`src/rtl/mem_access_unit.sv`:
```
// MEM-stage load/store engine: turns the stage's memory op into a req/ack bus
// transaction, stalls the pipeline until it completes, and steers byte lanes.
module mem_access_unit #(
  parameter int unsigned TIMEOUT = 255
) (
  input  logic        clk,
  input  logic        rst_n,
  input  logic [1:0]  mem_type,
  input  logic [1:0]  mem_size,
  input  logic        mem_signed,
  input  logic [31:0] mem_addr,
  input  logic [31:0] mem_wdata,
  output logic [31:0] mem_rdata,
  output logic        mem_stall,
  output logic        addr_err,
  output logic        bus_err,
  output logic        bus_req,
  output logic        bus_we,
  output logic [31:0] bus_addr,
  output logic [3:0]  bus_be,
  output logic [31:0] bus_wdata,
  input  logic        bus_ack,
  input  logic [31:0] bus_rdata
);

  localparam logic [1:0] MEM_LOAD = 2'b01;
  localparam logic [1:0] MEM_STOR = 2'b10;

  localparam int unsigned    CNT_W    = (TIMEOUT > 1) ? $clog2(TIMEOUT) : 1;
  localparam logic [CNT_W-1:0] CNT_LAST = CNT_W'(TIMEOUT - 1);

  localparam logic [1:0] S_IDLE = 2'd0;
  localparam logic [1:0] S_REQ  = 2'd1;
  localparam logic [1:0] S_DONE = 2'd2;

  logic [1:0]       state_q, state_d;
  logic [CNT_W-1:0] cnt_q;
  logic [31:0]      rdata_q;
  logic             err_q;

  logic        is_load, is_store, is_op, misaligned;
  logic [1:0]  sh;
  logic [3:0]  st_be;
  logic [31:0] st_wdata;
  logic [31:0] sd;
  logic [31:0] ld_result;

  assign is_load  = (mem_type == MEM_LOAD);
  assign is_store = (mem_type == MEM_STOR);
  assign is_op    = is_load | is_store;
  assign sh       = mem_addr[1:0];

  // Alignment check and store lane steering
  always_comb begin
    misaligned = 1'b0;
    st_be      = 4'hF;
    st_wdata   = mem_wdata;
    case (mem_size)
      2'b00: begin
        st_be    = 4'b0001 << sh;
        st_wdata = {4{mem_wdata[7:0]}};
      end
      2'b01: begin
        misaligned = mem_addr[0];
        st_be      = 4'b0011 << sh;
        st_wdata   = {2{mem_wdata[15:0]}};
      end
      default: begin
        misaligned = |sh;
      end
    endcase
  end

  // Load extraction and extension from the raw bus word
  always_comb begin
    sd        = bus_rdata >> {sh, 3'b000};
    ld_result = sd;
    case (mem_size)
      2'b00:   ld_result = mem_signed ? {{24{sd[7]}}, sd[7:0]}  : {24'h0, sd[7:0]};
      2'b01:   ld_result = mem_signed ? {{16{sd[15]}}, sd[15:0]} : {16'h0, sd[15:0]};
      default: ld_result = sd;
    endcase
  end

  // Next-state and combinational stall
  always_comb begin
    state_d   = state_q;
    mem_stall = 1'b0;
    case (state_q)
      S_IDLE: begin
        if (is_op && !misaligned) begin
          mem_stall = 1'b1;
          state_d   = S_REQ;
        end
      end
      S_REQ: begin
        mem_stall = 1'b1;
        if (bus_ack || (cnt_q == CNT_LAST)) state_d = S_DONE;
      end
      S_DONE:  state_d = S_IDLE;
      default: state_d = S_IDLE;
    endcase
  end

  assign addr_err  = is_op && misaligned;
  assign mem_rdata = (state_q == S_DONE) ? rdata_q : 32'h0;
  assign bus_err   = err_q;

  always_ff @(posedge clk) begin
    if (!rst_n) begin
      state_q   <= S_IDLE;
      cnt_q     <= '0;
      rdata_q   <= 32'h0;
      err_q     <= 1'b0;
      bus_req   <= 1'b0;
      bus_we    <= 1'b0;
      bus_addr  <= 32'h0;
      bus_be    <= 4'h0;
      bus_wdata <= 32'h0;
    end else begin
      state_q <= state_d;
      case (state_q)
        S_IDLE: begin
          if (state_d == S_REQ) begin
            bus_req   <= 1'b1;
            bus_we    <= is_store;
            bus_addr  <= {mem_addr[31:2], 2'b00};
            bus_be    <= is_store ? st_be : 4'hF;
            bus_wdata <= is_store ? st_wdata : 32'h0;
            cnt_q     <= '0;
          end
        end
        S_REQ: begin
          if (bus_ack) begin
            bus_req <= 1'b0;
            rdata_q <= bus_we ? 32'h0 : ld_result;
          end else if (cnt_q == CNT_LAST) begin
            bus_req <= 1'b0;
            err_q   <= 1'b1;
            rdata_q <= 32'h0;
          end else begin
            cnt_q <= cnt_q + CNT_W'(1);
          end
        end
        S_DONE:  err_q <= 1'b0;
        default: ;
      endcase
    end
  end

endmodule
```
`config.mk`:
```
export PLATFORM = sky130hd
export DESIGN_NAME = mem_access_unit
export DESIGN_NICKNAME = d
export VERILOG_FILES = /design/src/rtl/mem_access_unit.sv
export SDC_FILE = /design/constraint.sdc
export NUM_CORES = 1
export LEC_CHECK = 0
export ABC_AREA = 1
export CORE_UTILIZATION = 48
export DETAILED_ROUTE_END_ITERATION = 8
export PLACE_DENSITY_LB_ADDON = 0.12
export SETUP_SLACK_MARGIN = 0.15
export SYNTH_ARGS = -nofsm -noshare
export SYNTH_HDL_FRONTEND = slang
export SYNTH_SLANG_ARGS = --single-unit
```
`constraint.sdc`:
```
create_clock -name clk -period 2.2 [get_ports clk]
set_input_delay 0.33 -clock clk [delete_from_list [all_inputs] [get_ports clk]]
set_output_delay 0.33 -clock clk [all_outputs]
set_load 0.02 [all_outputs]
```
Word level (Yosys, flattened, before mapping) --
Cells that the tools add are included. W data, S select, Z words.
Storage, ports and cells: bits of input ports 104, output and inout bits 105, register bits after elaboration 111
Operators by class: $add $sub $neg 1, shift operators 3, equal/unequal tests 12, bitwise logic cells 1, mux-type cells 28, reduce and logical (&&, ||, !) cells 15
Operators with widths (count):
- $mux W32 | 7
- $pmux W32 S2 | 2
- $shr A32 B5 Y32 | 1
- $mux W8 | 3
- $pmux W8 S2 | 1
- $add A8 B1 Y8 const B | 1
- $eq A2 B1 Y1 const B | 4
- $eq A8 B8 Y1 const B | 1
- $ne A2 B2 Y1 const B | 4
- $pmux W1 S2 | 4
- $pmux W4 S2 | 1
- $mux W1 | 6
- $reduce_and A3 Y1 | 2
- $reduce_bool A2 Y1 | 3
- $eq A2 B2 Y1 const B | 2
- $logic_not A2 Y1 | 2
- $mux W2 | 2
- $mux W4 | 1
- $pmux W2 S2 | 1
- $reduce_and A2 Y1 | 2
- $reduce_and A4 Y1 | 1
- $shl A1 B2 Y4 const A | 1
- $shl A2 B2 Y4 const A | 1
- $ne A3 B3 Y1 const B | 1
- other kinds (5) | 6

Longest topological paths before layout --
Gate-level depths: netlist of the first run.
depth in word-level cells 9, gate-level depth with buffers 10, mapped depth without buffers 9

Worst setup path before layout of the first run --
Ideal clock, no wire load.
path type input to output, from input port mem_type[0], to output port mem_stall, stages 7, data arrival time 1.351 ns, data required time 1.870 ns, path buffers 2, setup slack 0.519 ns, cells stage by stage inv_1 -> ha_1 -> inv_1 -> nand4_4 -> buf_6 -> buf_2 -> nand2_1
Between the ends: cells in the longest elaborated chain, start to end 5, elaborated cells on any way between the ends 6
RTL lines:
- from (decl) | line 8 | input logic [1:0] mem_type,
- $eq A2 B1 Y1 or $eq A2 B2 Y1 (tied branches) | line 48, 49
- $or A1 B1 Y1 (*) | line 50 | assign is_op = is_load | is_store;
- $logic_and A1 B1 Y1 (*) | line 91 | if (is_op && !misaligned) begin
- $mux W1 (*) | line 91
- $pmux W1 S2 (*) | line 89 | case (state_q)
- to (decl) | line 14 | output logic mem_stall,
Every way passes the cells marked *; elsewhere a longest branch is shown, timed or not.

Worst setup path after layout of the first run --
Ends and elaborated chain as after synthesis.

==> Flow_metrics.wiki, run 1 <==
{| class="wikitable"
! Metric !! Value
|-
| Crit path required time || 1.87 ns
|-
| Die boundary width || 109 um
|-
| Crit-path max FO || 2
|-
| Area Overhead vs Synth || 44.0%
|-
| Sequential element share of the synthesized area || 0.404
|-
| N_diodes || 0
|-
| Post-route cell area || 0.00792 mm2
|-
| Sort of element at the end of the critical path || output port
|-
| Setup repair after global routing missed its margin || true
|-
| Worst Setup Start Kind || input port
|-
| Clock-pin slew on the worst setup and hold paths || 0.07 ns
|-
| List of most frequent post-synthesis cells || nand2_1 (207), dfxtp_1 (111), inv_1 (107)
|-
| CTS buffer count || 9
|-
| GRT overflow || 0
|-
| Vias in the first global route || 4924
|-
| Biggest area consumer among synthesized cells || dfxtp_1
|-
| Worst Clk Skew || 0.00735 ns
|-
| Total power per unit cell area || 612 mW/mm2
|-
| Start point of the worst min-delay path || bus_addr[31]$_SDFFE_PN0P_
|-
| Remaining antenna violation count after routing || 0
|-
| Clk root buf || clkbuf_16
|-
| Starting utilization of the core area || 0.501
|-
| Row cnt || 38
|-
| Worst slack on hold paths || 0.443 ns
|-
| Gp weighted congestion || 0.862
|-
| Ranking of synthesized cells by area || dfxtp_1 (40%), nand2_1 (14%), a21oi_1 (9.6%)
|-
| Worst flop-to-flop path startpoint || state_q[0]$_SDFF_PN0_
|-
| Worst min path class || reg2reg
|-
| Worst path arrival time || 1.65 ns
|-
| Crit path launch || mem_type[0]
|-
| Count of placed standard cells including taps || 1144
|-
| Post-Syn Area per Cell || 6.74 um2
|-
| Core Region || 0.0110 mm2
|-
| Number of maximum-capacitance constraint violations || 0
|-
| CTS tree || built
|-
| Unique masters post-synth || 32
|-
| Detailed Route Iter0 Violations || 318
|-
| DR DRC count || 0
|-
| Number of warnings printed during yosys synthesis || 0
|-
| DP Area || 0.00775 mm2
|-
| Post-synth EDFFs || 0
|-
| Setup slack after placement || -0.219 ns
|-
| Final hold violation count || 0
|-
| Setup slack on the worst flop-to-flop path || 0.44 ns
|-
| Number of search-and-repair iterations in the first detailed-routing pass || 5
|-
| Multi-input combinational cell area || 0.00258 mm2
|-
| Buffers on Ports || 206
|-
| Final period utilization || 0.901
|-
| First-pass GRT wire length || 24.0 mm
|-
| Count of fill cells added during filler insertion || 942
|-
| Wire length per cell after detailed routing || 13.2 um
|-
| Accumulated negative setup slack || 0 ns
|-
| Maximum ir drop on the vdd rail || 0.393 mV
|-
| Capture point of the worst reg-to-reg path || bus_wdata[6]$_SDFFE_PN0P_
|-
| Total wirelength of the detailed-routed design || 15.3 mm
|-
| Number of synthesized register bits || 111
|-
| Area share of the largest cell type after synthesis || 0.404
|-
| Top-Level Pins || 209
|-
| Latest clock arrival within the worst-skew pair || 0.34 ns
|-
| Highest attainable clock frequency || 0.505 GHz
|-
| Post-CTS Hold Buffers || 0
|-
| Post-synth design cell area || 0.00550 mm2
|-
| Clock buffer depth || 2
|-
| Die outline area || 0.0119 mm2
|-
| Maximum number of pins on one net before global-route repair || 40
|-
| Synthesized instance count || 816
|-
| Layout net count || 1122
|-
| Final std cells w/o fill || 1160
|-
| Via count normalized by instance count || 4.86
|-
| Static leakage power || 0.00325 uW
|-
| Layout cells sized above 1 || 0.109
|-
| Most common flop cell mapped by yosys || dfxtp_1
|-
| Post-route setup slack || 0.219 ns
|-
| Number of endpoints failing setup at the final stage || 0
|-
| Hpwl dp || 11.5 mm
|-
| Die Ht || 109 um
|-
| CTS Sinks || 111
|-
| Crit path to || mem_stall
|-
| Sequential standard cell area || 0.00222 mm2
|-
| Post-synthesis async set-or-reset flop share || 0
|-
| Shortest clock period the worst path allows after layout || 1.98 ns
|-
| R2r worst-path depth || 7
|-
| Max-slew violation count || 0
|-
| GR Util All Layers || 0.260
|-
| Vias after detailed routing || 5634
|-
| CTS H-tree lvls || 3
|-
| Post-CTS Setup Repair Bufs || 0
|-
| Run status || finished, final reports clean
|-
| Initial antenna violation count || 0
|-
| Most repeated cell in the gate-level netlist after synthesis || nand2_1
|-
| Worst Setup Path Type || in2out
|}
routing by layer:
metal	share of wire	up-vias	track usage
li1	-	2953	-
met1	0.46	2490	0.350
met2	0.47	176	0.429
met3	0.063	15	0.0383
met4	0.014	0	0.0772
met5	0	-	0
worst min-delay path by stage:
stage                                     end  slack (ns)  cells after the start
floorplan             rdata_q[7]$_SDFFE_PN0P_        0.44                      2
global placement    bus_addr[17]$_SDFFE_PN0P_        0.43                      2
detailed placement  bus_addr[31]$_SDFFE_PN0P_        0.43                      2
CTS                 bus_addr[31]$_SDFFE_PN0P_        0.45                      2
global route        bus_addr[27]$_SDFFE_PN0P_        0.46                      2
finish              bus_addr[31]$_SDFFE_PN0P_        0.44                      2
final cells by class:
cell class,instances,area share
clock inverters,7,0.00947
clock buffers,9,0.0284
repair buffers,237,0.280
multi-input cells,543,0.325
well taps,140,0.0221
inverters,113,0.0542
flip-flops and latches,111,0.280
worst max-delay path, stage by stage:
cell             delay (ns)
clkdlybuf4s50_1        0.46
inv_1                  0.04
ha_1                   0.32
inv_1                  0.10
nand4_4                0.14
nand2_1                0.09
clkbuf_2               0.17
kinds of logic (layout without fill, tap and decap cells):
group	Yosys count	after routing	synth area share
DFF	111	111	0.404
muxes	3	3	0.00546
buffers and inverters	163	366	0.128
adders and majority gates	3	3	0.00682
AOI/OAI and AO/OA	189	189	0.184
other	1	2	0.000681
and+or+nand+nor	345	345	0.269
xor gates and xnor gates	1	1	0.00159
metrics by stage:
stage               utilization  total power (uW)
CTS                       0.729              4880
floorplan                     -              2780
finish                    0.721              4850
detailed placement        0.706              3290
global route              0.721              5060
global placement          0.706              3270
flip-flops by register name, indices dropped and copies added (netlist names):
signal     flops
cnt_q          8
bus_be         4
state_q        2
bus_wdata     32
bus_req        1
bus_we         1
bus_err        1
bus_addr      30
rdata_q       32
what timing repair did:
item,4_1_cts,5_1_grt
gates resized for setup,35,51
pin swaps,0,0
endpoints found under the setup margin,34,33
where the power goes:
| part | switching (uW) | internal, uW | leakage, uW | total (uW) |
|---|---|---|---|---|
| Clock | 804 | 807 | 0.000144 | 1610 |
| Combinational | 575 | 497 | 0.00221 | 1070 |
| Sequential | 53.2 | 2110 | 0.000903 | 2170 |
cell usage in the layout (no fill, tap or decap), types with 4 or more instances in the layout:
cell,n
or2_2,7
buf_12,4
o21ai_0,57
nand2_1,207
o211ai_1,10
clkbuf_2,24
a21oi_1,106
nand3_1,32
o21ai_2,9
nand2_2,6
dfxtp_1,111
inv_2,6
nor2_1,79
buf_4,26
dlygate4sd2_1,9
clkdlybuf4s50_1,171
inv_1,106
clkbuf_16,9
No activity file was read; power rests on OpenSTA's default activity.
==> run 2: changes to the inputs <==
MAX_ROUTING_LAYER = met4   (was default)
==> Flow_metrics.wiki, run 2 (synthesis results as in run 1) <==
{| class="wikitable"
! Metric !! Value
|-
| Worst flop-to-flop path startpoint || state_q[0]$_SDFF_PN0_
|-
| Switching power total || 1440 uW (+0.30%)
|-
| Number of maximum-capacitance constraint violations || 0 (unchanged)
|-
| Overall Power || 4860 uW (about the same)
|-
| Critical path's slowest cell || clkdlybuf4s50_1
|-
| Most frequent standard cell in the layout excluding fill and tap cells || nand2_1
|-
| Worst path arrival time || 1.65 ns (about the same)
|-
| Cell-internal power || 3420 uW (about the same)
|-
| Number of search-and-repair iterations in the first detailed-routing pass || 5 (unchanged)
|-
| Commonest cells after routing, fill and taps aside || nand2_1 (207), clkdlybuf4s50_1 (171), dfxtp_1 (111)
|-
| Clock buffer depth || 2 (unchanged)
|-
| Row cnt || 38 (unchanged)
|-
| Depth of the critical timing path with buffers and inverters included || 7 (unchanged)
|-
| CTS tree || built
|-
| Latest clock arrival within the worst-skew pair || 0.34 ns (about the same)
|-
| Worst Clk Skew || 0.00830 ns (+0.000948 ns)
|-
| DP Area || 0.00775 mm2 (unchanged)
|-
| Post-route cell area || 0.00792 mm2 (unchanged)
|-
| CTS buffer count || 9 (unchanged)
|-
| Biggest cell delay along the critical path || 0.46 ns (about the same)
|-
| Clock share of power || 0.333 (about the same)
|-
| Post-CTS Hold Buffers || 0 (unchanged)
|-
| Crit path launch || mem_type[0]
|-
| Clk root buf || clkbuf_16
|-
| Cell family with most CP delay || buffers and inverters
|-
| Layout cells sized above 1 || 0.109 (unchanged)
|-
| Final period utilization || 0.900 (about the same)
|-
| Clock-pin slew on the worst setup and hold paths || 0.07 ns (about the same)
|-
| Crit-path max FO || 2 (unchanged)
|-
| Static leakage power || 0.00325 uW (unchanged)
|-
| Setup slack on the worst flop-to-flop path || 0.44 ns (about the same)
|-
| Wire length per cell after detailed routing || 13.2 um (+0.17%)
|-
| DR DRC count || 0 (unchanged)
|-
| CTS H-tree lvls || 3 (unchanged)
|-
| CP most frequent cell || inv_1
|-
| Run status || finished, final reports clean
|-
| WP buf/inv || 4 (unchanged)
|-
| Layout net count || 1122 (unchanged)
|-
| Hold Path Cell Cnt || 2 (unchanged)
|-
| Setup repair after global routing missed its margin || true
|-
| Total power per unit cell area || 613 mW/mm2 (about the same)
|-
| Core Region || 0.0110 mm2 (unchanged)
|-
| Max-slew violation count || 0 (unchanged)
|-
| Worst Setup Path Type || in2out
|-
| Hpwl dp || 11.5 mm (unchanged)
|-
| Buffers on Ports || 206 (unchanged)
|-
| Worst Setup Start Kind || input port
|-
| Vias after detailed routing || 5675 (+0.73%)
|-
| Final hold violation count || 0 (unchanged)
|-
| Post-CTS Setup Repair Bufs || 0 (unchanged)
|-
| Detailed Route Iter0 Violations || 353 (+11%)
|-
| Die boundary width || 109 um (unchanged)
|-
| Via count normalized by instance count || 4.89 (+0.73%)
|-
| Count of placed standard cells including taps || 1144 (unchanged)
|-
| Shortest clock period the worst path allows after layout || 1.98 ns (-0.000604 ns)
|-
| Combinational Power Share || 0.221 (about the same)
|-
| GR Util All Layers || 0.268 (+0.00762)
|-
| Sort of element at the end of the critical path || output port
|-
| Die Ht || 109 um (unchanged)
|-
| Utilization after layout || 0.721 (unchanged)
|-
| Initial antenna violation count || 0 (unchanged)
|-
| Crit path to || mem_stall
|-
| Maximum ir drop on the vdd rail || 0.393 mV (about the same)
|-
| Final std cells w/o fill || 1160 (unchanged)
|-
| Area Overhead vs Synth || 44.0% (unchanged)
|-
| Remaining antenna violation count after routing || 0 (unchanged)
|-
| Die outline area || 0.0119 mm2 (unchanged)
|-
| Capture point of the worst reg-to-reg path || bus_wdata[3]$_SDFFE_PN0P_
|-
| Worst min path class || reg2reg
|-
| First-pass GRT wire length || 24.0 mm (about the same)
|-
| Worst slack on hold paths || 0.443 ns (+0.000128 ns)
|-
| CTS Sinks || 111 (unchanged)
|-
| Net switching share of the total power || 0.296 (+0.000616)
|-
| Number of endpoints failing setup at the final stage || 0 (unchanged)
|-
| Maximum number of pins on one net before global-route repair || 40 (unchanged)
|-
| Gp weighted congestion || 0.876 (+1.6%)
|-
| Top-Level Pins || 209 (unchanged)
|-
| Total wirelength of the detailed-routed design || 15.3 mm (+0.17%)
|-
| Ordered cell list for the critical path || clkdlybuf4s50_1, inv_1, ha_1, inv_1, nand4_4, nand2_1, clkbuf_2
|-
| Crit path required time || 1.87 ns (about the same)
|-
| Sequential power share || 0.446 (about the same)
|-
| Top flop regs || bus_wdata: 32 flops, rdata_q: 32 flops, bus_addr: 30 flops
|-
| GRT overflow || 0 (unchanged)
|-
| R2r worst-path depth || 7 (unchanged)
|-
| Vias in the first global route || 4929 (+0.10%)
|-
| Starting utilization of the core area || 0.501 (unchanged)
|-
| N_diodes || 0 (unchanged)
|-
| Highest attainable clock frequency || 0.505 GHz (about the same)
|}
==> run 2: power groups by stage <==
stage               Sequential, uW  Combinational, uW  Clock (uW)
finish                        2170               1070        1620
global placement              2210               1060           0
CTS                           2170               1070        1640
global route                  2180               1170        1710
floorplan                     2320                464           0
detailed placement            2210               1070           0
==> run 2: metrics by stage <==
step,setup TNS (ns),setup slack [ns]
floorplan,0,0.519
global placement,-0.998,-0.185
detailed placement,-3.27,-0.219
CTS,0,0.0575
global route,0,0.142
finish,0,0.219
==> run 2: worst min path at each step <==
stage	start	endpoint	slack, ns
global placement	bus_addr[17]$_SDFFE_PN0P_	bus_addr[17]$_SDFFE_PN0P_	0.43
floorplan	rdata_q[7]$_SDFFE_PN0P_	rdata_q[7]$_SDFFE_PN0P_	0.44
finish	bus_addr[31]$_SDFFE_PN0P_	bus_addr[31]$_SDFFE_PN0P_	0.44
global route	bus_addr[27]$_SDFFE_PN0P_	bus_addr[27]$_SDFFE_PN0P_	0.46
CTS	bus_addr[31]$_SDFFE_PN0P_	bus_addr[31]$_SDFFE_PN0P_	0.45
detailed placement	bus_addr[31]$_SDFFE_PN0P_	bus_addr[31]$_SDFFE_PN0P_	0.43
==> run 2: area by class of cell <==
type / count / area, um2
clock buffer: 9 / 225
clock inverter: 7 / 75.1
fill: 942 / 3060
inverter: 113 / 429
multi-input combinational: 543 / 2580
sequential: 111 / 2220
tap: 140 / 175
timing repair buffer: 237 / 2220
==> run 2: worst register-to-register path, cell delays in order, from the launching register on <==
cell	delay (ns)
dfxtp_1	0.33
nor2_1	0.36
nand4_4	0.18
buf_6	0.23
nor2_4	0.16
nand2_1	0.11
buf_12	0.16
o21ai_0	0.15
==> run 2: metal layers <==
metal	GRT usage	vias to the layer above	wire length, um
li1	-	2957	-
met1	0.351	2503	6880
met2	0.428	194	7180
met3	0.0371	21	1020
met4	0.0772	0	249
met5	-	-	0
==> run 2: repair_timing <==
action,4_1_cts,5_1_grt
pin swaps,0,0
resized for setup,35,51
endpoints found under the setup margin,34,30
